**src/rtl/fc2_mac_if.sv**
```systemverilog
// Layer-2 weight ROM port bundle: address/enable pins driven by the MAC
// engine, registered read data returned by the ROM.
interface fc2_mac_if;
  logic        ce;
  logic        oce;
  logic        reset;
  logic [7:0]  ad;
  logic [15:0] dout;

  modport master (output ce, output oce, output reset, output ad, input dout);
  modport slave  (input ce, input oce, input reset, input ad, output dout);
endinterface

```
**src/rtl/fc2_mac.sv**
```systemverilog
// Second fully-connected layer: streams 150 signed weights from the ROM,
// multiplies each by the latched hidden activation, accumulates one score
// per output neuron and tracks the argmax class.
module fc2_mac #(
  parameter int N_IN  = 15,
  parameter int N_OUT = 10,
  parameter int ACC_W = 40
) (
  input  logic                    clk,
  input  logic                    rst_n,
  input  logic                    start,
  input  logic [16*N_IN-1:0]      hid_vec,
  fc2_mac_if.master               rom,
  output logic                    busy,
  output logic                    score_valid,
  output logic [3:0]              score_idx,
  output logic signed [ACC_W-1:0] score,
  output logic                    done,
  output logic [3:0]              class_id,
  output logic signed [ACC_W-1:0] max_score
);

  localparam logic [7:0] LAST_AD = 8'(N_IN * N_OUT - 1);
  localparam logic [3:0] LAST_I  = 4'(N_IN - 1);
  localparam logic [3:0] LAST_O  = 4'(N_OUT - 1);
  localparam logic signed [ACC_W-1:0] MOST_NEG = {1'b1, {(ACC_W-1){1'b0}}};

  typedef enum logic [1:0] {S_IDLE, S_FETCH, S_DRAIN} state_t;

  state_t r_state, w_state_next;
  logic   w_ce, w_busy, w_accept;

  // Fetch side: address and the (input, neuron) indices that travel with it
  logic [16*N_IN-1:0] r_hid;
  logic [7:0]         r_ad;
  logic [3:0]         r_i, r_o;
  // Same indices delayed one cycle to line up with the ROM's registered dout
  logic               r_p_vld;
  logic [3:0]         r_p_i, r_p_o;

  logic signed [ACC_W-1:0] r_acc, r_score, r_max;
  logic                    r_score_valid, r_done;
  logic [3:0]              r_score_idx, r_class;

  logic signed [15:0]      w_act_arr [N_IN];
  logic signed [15:0]      w_act, w_wgt;
  logic signed [31:0]      w_prod;
  logic signed [ACC_W-1:0] w_prod_ext, w_acc_sum;

  // Unpack the latched activation vector so it can be indexed by input number
  generate
    for (genvar gi = 0; gi < N_IN; gi++) begin : g_act
      assign w_act_arr[gi] = r_hid[16*gi +: 16];
    end
  endgenerate

  assign w_act      = w_act_arr[r_p_i];
  assign w_wgt      = rom.dout;
  assign w_prod     = w_act * w_wgt;
  assign w_prod_ext = {{(ACC_W-32){w_prod[31]}}, w_prod};
  // First input of a neuron reloads the accumulator instead of adding
  assign w_acc_sum  = (r_p_i == 4'd0) ? w_prod_ext : r_acc + w_prod_ext;
  assign w_accept   = (r_state == S_IDLE) && start;

  // State register
  always_ff @(posedge clk) begin
    if (!rst_n) r_state <= S_IDLE;
    else        r_state <= w_state_next;
  end

  // Next-state and control decode
  always_comb begin
    w_state_next = r_state;
    w_ce         = 1'b0;
    w_busy       = 1'b0;
    case (r_state)
      S_IDLE: begin
        if (start) w_state_next = S_FETCH;
      end
      S_FETCH: begin
        w_ce   = 1'b1;
        w_busy = 1'b1;
        if (r_ad == LAST_AD) w_state_next = S_DRAIN;
      end
      S_DRAIN: begin
        w_busy = 1'b1;
        if (r_done) w_state_next = S_IDLE;
      end
      default: w_state_next = S_IDLE;
    endcase
  end

  // Latch activations on accept, walk the ROM address space once per run
  always_ff @(posedge clk) begin
    if (!rst_n) begin
      r_hid   <= '0;
      r_ad    <= '0;
      r_i     <= '0;
      r_o     <= '0;
      r_p_vld <= 1'b0;
      r_p_i   <= '0;
      r_p_o   <= '0;
    end else begin
      r_p_vld <= w_ce;
      r_p_i   <= r_i;
      r_p_o   <= r_o;
      if (w_accept) begin
        r_hid <= hid_vec;
        r_ad  <= '0;
        r_i   <= '0;
        r_o   <= '0;
      end else if (w_ce) begin
        r_ad <= (r_ad == LAST_AD) ? 8'd0 : r_ad + 8'd1;
        if (r_i == LAST_I) begin
          r_i <= '0;
          r_o <= (r_o == LAST_O) ? 4'd0 : r_o + 4'd1;
        end else begin
          r_i <= r_i + 4'd1;
        end
      end
    end
  end

  // Multiply-accumulate and per-neuron score emission
  always_ff @(posedge clk) begin
    if (!rst_n) begin
      r_acc         <= '0;
      r_score       <= '0;
      r_score_idx   <= '0;
      r_score_valid <= 1'b0;
    end else begin
      r_score_valid <= 1'b0;
      if (w_accept) begin
        r_acc <= '0;
      end else if (r_p_vld) begin
        r_acc <= w_acc_sum;
        if (r_p_i == LAST_I) begin
          r_score_valid <= 1'b1;
          r_score       <= w_acc_sum;
          r_score_idx   <= r_p_o;
        end
      end
    end
  end

  // Argmax tracking (strictly greater, so ties keep the lower index) and done
  always_ff @(posedge clk) begin
    if (!rst_n) begin
      r_max   <= '0;
      r_class <= '0;
      r_done  <= 1'b0;
    end else begin
      r_done <= r_score_valid && (r_score_idx == LAST_O);
      if (w_accept) begin
        r_max   <= MOST_NEG;
        r_class <= '0;
      end else if (r_score_valid && (r_score > r_max)) begin
        r_max   <= r_score;
        r_class <= r_score_idx;
      end
    end
  end

  assign rom.ce      = w_ce;
  assign rom.oce     = w_busy;
  assign rom.reset   = ~rst_n;
  assign rom.ad      = r_ad;
  assign busy        = w_busy;
  assign score_valid = r_score_valid;
  assign score_idx   = r_score_idx;
  assign score       = r_score;
  assign done        = r_done;
  assign class_id    = r_class;
  assign max_score   = r_max;

endmodule

```
**src/flat_wrapper.sv**
```systemverilog
// flat-port wrapper written by rule: the top's interface ports become plain ports
module fc2_mac_flat 
#(
  parameter int N_IN  = 15,
  parameter int N_OUT = 10,
  parameter int ACC_W = 40
)
  (clk, rst_n, start, hid_vec, busy, score_valid, score_idx, score, done, class_id, max_score, rom_ce, rom_oce, rom_reset, rom_ad, rom_dout);
  fc2_mac_if rom_i ();
  input  logic clk;
  input  logic rst_n;
  input  logic start;
  input  logic [16*N_IN-1:0] hid_vec;
  output logic busy;
  output logic score_valid;
  output logic [3:0] score_idx;
  output logic signed [ACC_W-1:0] score;
  output logic done;
  output logic [3:0] class_id;
  output logic signed [ACC_W-1:0] max_score;
  output wire logic [$bits(rom_i.ce)-1:0] rom_ce;
  output wire logic [$bits(rom_i.oce)-1:0] rom_oce;
  output wire logic [$bits(rom_i.reset)-1:0] rom_reset;
  output wire logic [$bits(rom_i.ad)-1:0] rom_ad;
  input wire logic [$bits(rom_i.dout)-1:0] rom_dout;
  assign rom_ce = rom_i.ce;
  assign rom_oce = rom_i.oce;
  assign rom_reset = rom_i.reset;
  assign rom_ad = rom_i.ad;
  assign rom_i.dout = rom_dout;
  fc2_mac #(.N_IN(N_IN), .N_OUT(N_OUT), .ACC_W(ACC_W)) u_core (.clk(clk), .rst_n(rst_n), .start(start), .hid_vec(hid_vec), .rom(rom_i), .busy(busy), .score_valid(score_valid), .score_idx(score_idx), .score(score), .done(done), .class_id(class_id), .max_score(max_score));
endmodule
```
**config.mk**
```make
export PLATFORM = sky130hd
export DESIGN_NAME = fc2_mac_flat
export DESIGN_NICKNAME = d
export VERILOG_FILES = /design/src/rtl/fc2_mac_if.sv /design/src/rtl/fc2_mac.sv /design/src/flat_wrapper.sv
export SDC_FILE = /design/constraint.sdc
export NUM_CORES = 2
export LEC_CHECK = 0
export ABC_AREA = 1
export CAP_MARGIN = 0
export CORE_MARGIN = 4
export CORE_UTILIZATION = 44
export CTS_BUF_LIST = sky130_fd_sc_hd__clkbuf_2
export DETAILED_ROUTE_END_ITERATION = 16
export MAX_ROUTING_LAYER = met4
export PLACE_DENSITY = 0.63
export SETUP_SLACK_MARGIN = 0.15
export SYNTH_ARGS = -nofsm -noshare
export SYNTH_HDL_FRONTEND = slang
export SYNTH_SLANG_ARGS = --single-unit
```
**constraint.sdc**
```tcl
create_clock -name clk -period 16.1 [get_ports clk]
set_input_delay 2.415 -clock clk [delete_from_list [all_inputs] [get_ports clk]]
set_output_delay 2.415 -clock clk [all_outputs]
set_load 0.05 [all_outputs]
```
Word-level counts from Yosys, hierarchy flattened --
Cells that the tools add are included.
Storage, ports and cells: input port bits 259, register bits after elaboration 397, output and inout port bits 102, logic and storage cells 65
Operators by class: magnitude comparators 2, $mul 1, reductions and logical operators 12, mux-type cells 16, eq/ne operators 10, bitwise logic cells 4, $add $sub $neg 4
Operators by type and width (number):
- $mux W40 | 3
- $bmux W16 S4 | 1
- $add A40 B32 Y40 | 1
- $gt A40 B40 Y1 | 1
- $mul A16 B16 Y32 | 1
- $mux W16 | 2
- $eq A4 B4 Y1 const B | 4
- $add A4 B1 Y4 const B | 2
- $add A8 B1 Y8 const B | 1
- $eq A8 B8 Y1 const B | 1
- $mux W4 | 2
- $mux W8 | 1
- $mux W2 | 3
- $pmux W2 S3 | 1
- $reduce_and A3 Y1 | 2
- $ge A5 B5 Y1 const B | 1
- $not A4 Y5 | 1
- $logic_not A4 Y1 | 1
- $ne A2 B1 Y1 const B | 2
- $reduce_or A2 Y1 | 2
- $logic_and A1 B1 Y1 | 3
- $mux W1 | 3
- $not A1 Y1 | 3
- $reduce_or A3 Y1 | 1
- other kinds (6) | 6

Depth between registers and ports, before layout --
depth after elaboration 7, depth in mapped cells 50, depth with buffers taken out 48

Worst setup path after synthesis --
No wires, ideal clock.
path kind input port to flip-flop, start in rom_dout[1], end reg u_core.r_acc[39], slack 6.898 ns, data arrival time 9.093 ns, stages on the path 34, data required time 15.991 ns, cell sequence buf_1 > inv_1 > nor2_1 > inv_1 > fa_1 > inv_1 > fa_1 > fa_1 > fa_1 > fa_1 > inv_1 > fa_1 > inv_1 > ha_1 > nand2_1 > nor2_1 > nand2_1 > nor4_1 > nand2_1 > nand3_1 > nand2_1 > and2_1 > ha_1 > nand2_1 > nor2_1 > nand2_1 > nor2_1 > nand3_1 > nand4_1 > nand3_1 > nand2_1 > nand3_1 > nand2_1 > inv_1
On the way: cells in the longest elaborated chain, start to end 3
RTL lines:
- from (decl) | RTL line flat_wrapper.sv:25 | input wire logic [$bits(rom_i.dout)-1:0] rom_dout;
- $mul A16 B16 Y32 * | RTL line fc2_mac.sv:59 | assign w_prod = w_act * w_wgt;
- $add A40 B32 Y40 | RTL line fc2_mac.sv:62 | assign w_acc_sum = (r_p_i == 4'd0) ? w_prod_ext : r_acc + w_prod_ext;
- $mux W40 * | RTL line fc2_mac.sv:62
- to (signal assigned) | RTL line fc2_mac.sv:136 | r_acc <= w_acc_sum;
- to (decl) | RTL line fc2_mac.sv:41 | logic signed [ACC_W-1:0] r_acc, r_score, r_max;
Mark *: on every way between the ends. The rest lies on a longest branch, timed or not. A chain may end at the register's enable or synchronous reset.

Worst setup path in the final report --
start reg u_core.r_p_i[0], end reg u_core.r_acc[35]
On the way: cells in the longest elaborated chain, start to end 7, elaborated cells between the ends (all ways) 8, those cells by class add/sub: 1; mul: 1; mux: 4; bitwise: 1; reduce/logical: 1
RTL lines:
- from (decl) | RTL line fc2_mac.sv:39 | logic [3:0] r_p_i, r_p_o;
- from (signal assigned) | RTL line fc2_mac.sv:105 | r_p_i <= r_i;
- $not A4 Y5 (implied by the code) | RTL line fc2_mac.sv:57 | assign w_act = w_act_arr[r_p_i];
- $bmux W16 S4 | RTL line fc2_mac.sv:57
- $mux W16 (implied by the code) (2 in series) | RTL line fc2_mac.sv:57
- $mul A16 B16 Y32 | RTL line fc2_mac.sv:59
- $add A40 B32 Y40 | RTL line fc2_mac.sv:62
- $mux W40 * | RTL line fc2_mac.sv:62
Mark *: on every way between the ends. The rest lies on a longest branch, timed or not. The select of a mux whose other input is x is not followed.

==> flow_summary.toml <==
[logic_synthesis]
netlist_top_cells_count = "nor2_1, nand2_1, inv_1, o21ai_0, dfxtp_1"
synth_area_leaders = "dfxtp_1, fa_1, nor2_1"
synthesis.area_mm2 = 0.0309
yosysTopAreaCell = "dfxtp_1"
syn-instance-count = 4446
ys_seq_elements = 397
synth_cell_types = 54
synthFlopType = "dfxtp_1"
yosysWarnings = 0
synth-edff-count = 0
synth_async_sr_flop_share_pct = 0
yosysTopAreaCellShare_pct = 25.7
synth_seq_area_share_pct = 25.7
avgSynthCellArea_um2 = 6.96
synth_fp_nets = 5139
synthMostInstantiatedCell = "nor2_1"

[timing]
worst_pin_slew_ns = 1.19
setup_violations = 0
hold_viol_final = 0
rsz0062_at_grt = "no"
max_freq_mhz = 93.0
layout_min_cycle_time_ns = 10.75
worst_slew_margin_rel_pct = 20.6
period_share_pct = 66.8
tns_ns = 0
slew_violations = 0
skew_ns = 0.114

[worst_setup_path]
path_delay_family = "adder cells"
required_ns = 17.14
path_class = "reg2reg"
cp_slowest_cell = "fa_1"
crit_path_start_kind = "flip-flop"
crit_path_frequent_cell = "nand2_1"
path_buf_inv = 9
cpPeakStageDelay_ns = 0.88
worst_setup_path_end_kind = "flip-flop"
arrival_ns = 11.79
crit_fanout = 68

[global_route]
grt_pass1_vias = 29300
grt_overflow = 0
track_usage_pct = 29.7
antenna_found_initial = 13
grt_max_degree = 108
grt_pass1_wl_mm = 168

[clock_tree]
cts_tree = "built"
clock_path_buffers = 3
holdBufCountCts = 0
cts_buffers = 107
cts.htree.levels = 3
clk_latency_ns = 1.15
cts_root_buf = "clkbuf_2"
cts_resized = 0
cts.sinks = 397
clkTransAtPathRegs_ns = 0.12
postCtsSetupBuffers = 0

[drt]
routed_wirelength_mm = 108
vias = 29900
first_pass_iters = 6
route.detailed.drc = 0
wl_per_cell_um = 18.8
vias_per_cell = 5.19
ant_nets = 0
drt_iter0_drc = 2439

[placed_design]
port_buffers = 360
dp_hpwl_mm = 84.0
gp_congestion = 0.969

[floorplanning]
std_cell_rows = 96
start_util_pct = 44.7
die_w_um = 273
chipHeight_um = 273
core_mm2 = 0.0692
io_pins = 361
die_area_mm2 = 0.0746

[worst_hold_path]
hold_path_class = "reg2reg"

[cells_and_area]
area_growth_pct = 16.1
fillCellCount = 7191
layout-drive-gt1-share_pct = 5.41
fin_nets = 5428

[flow_run]
drv_cap = 0

[status]
status = "finished clean"
-- worst register-to-register path: cells and delay by family (launching register included) --
kind,cells,cell delay [ns]
buf+inv,9,1.95
flops,1,0.54
compound gates,2,0.37
simple gates,21,3.65
fa+ha+maj,8,4.17
-- worst paths after layout --
kind / from / end / slack (ns) / cells past startpoint
worst min-delay path: u_core.r_i[3]$_SDFFE_PP0P_ / u_core.r_p_i[3]$_SDFF_PN0_ / 0.40 / 2
worst max register to register: u_core.r_p_i[0]$_SDFF_PN0_ / u_core.r_acc[35]$_SDFFE_PP0P_ / 5.35 / 40
worst max-delay path: u_core.r_p_i[0]$_SDFF_PN0_ / u_core.r_acc[35]$_SDFFE_PP0P_ / 5.35 / 40
worst min register to register: u_core.r_i[3]$_SDFFE_PP0P_ / u_core.r_p_i[3]$_SDFF_PN0_ / 0.40 / 2
-- flip-flops by register name, indices dropped and copies added (netlist names) --
name and count:
u_core.score_idx 4, u_core.r_hid 240, u_core.r_acc 40, u_core.score 40
u_core.r_o 4, u_core.score_valid 1, u_core.class_id 4, u_core.max_score 40
u_core.r_p_vld 1, u_core.r_i 4, u_core.r_state 2, u_core.done 1
u_core.r_p_o 4, u_core.r_p_i 4, u_core.rom.ad 8
-- area by class of cell --
cell class,instances,area (um2),share of cell area (%)
clock inverters,28,146,0.407
diodes,13,32.5,0.0906
repair buffers,376,3720,10.4
inverters,648,2440,6.79
multi-input cells,3205,19700,54.8
flip-flops and latches,397,7950,22.1
clock buffers,152,761,2.12
well taps,931,1160,3.24
-- kinds of logic (layout without fill, tap and decap cells) --
| kind of cell | after synthesis | in the layout | share of synthesized area (%) |
|---|---|---|---|
| other cells | 0 | 13 | 0 |
| xor+xnor | 32 | 32 | 0.906 |
| compound gates | 635 | 635 | 11.1 |
| flops | 397 | 397 | 25.7 |
| simple gates | 2103 | 2103 | 27.6 |
| mux | 1 | 1 | 0.0324 |
| buf+inv | 844 | 1204 | 10.7 |
| fa+ha+maj | 434 | 434 | 23.9 |
-- routing by layer --
layer | track usage [%] | vias up | wire, um
li1 | - | 14500 | -
met1 | 39.5 | 14100 | 47800
met2 | 46.3 | 1101 | 49000
met3 | 5.12 | 184 | 8060
met4 | 9.63 | 0 | 3480
met5 | - | - | 0
-- metrics by stage --
step                      instances  util (%)  hold slack [ns]  worst slack (ns)  cell area, um2
after floorplan                4446         -            0.407              6.90           30900
after global placement         5557      50.6            0.420              5.04           35000
after detailed placement       5557      50.6            0.427              5.12           35000
after CTS                      5737      51.9            0.388              5.47           35900
after global routing           5749      51.9            0.435              4.61           35900
final                          5750      51.9            0.401              5.35           35900
-- cell usage in the layout (no fill, tap or decap), types with 5 or more instances in the layout --
cell type        netlist  layout
o21ai_1               15      15
o2111ai_1             15      15
inv_2                 16      15
nand4_1               42      42
nand2_2               21      21
clkdlybuf4s50_1        0     359
nor3_1                 8       7
diode_2                0      13
a21o_1                 6       6
inv_1                631     631
nand2_1              791     790
or2_2                 11      11
nor2_1               974     973
o21bai_1              20      20
clkinv_1               0      16
nand3b_1              11      11
fa_1                 263     263
clkinv_2               0       6
and2_1                11      11
nand3_2                8       8
dfxtp_1              397     395
buf_4                  5      16
nor2_2                 5       5
o21ai_0              398     398
xnor2_1                8       8
nand3_1              209     209
a21oi_1              137     137
ha_1                 171     171
xor2_1                24      24
o221ai_1              16      16
o211ai_1               8       8
a21oi_2                6       6
clkbuf_2               1     152
Power is left out: the tool's default activity adds up to more than one toggle a clock period on the data nets, which glitch-free logic cannot reach.
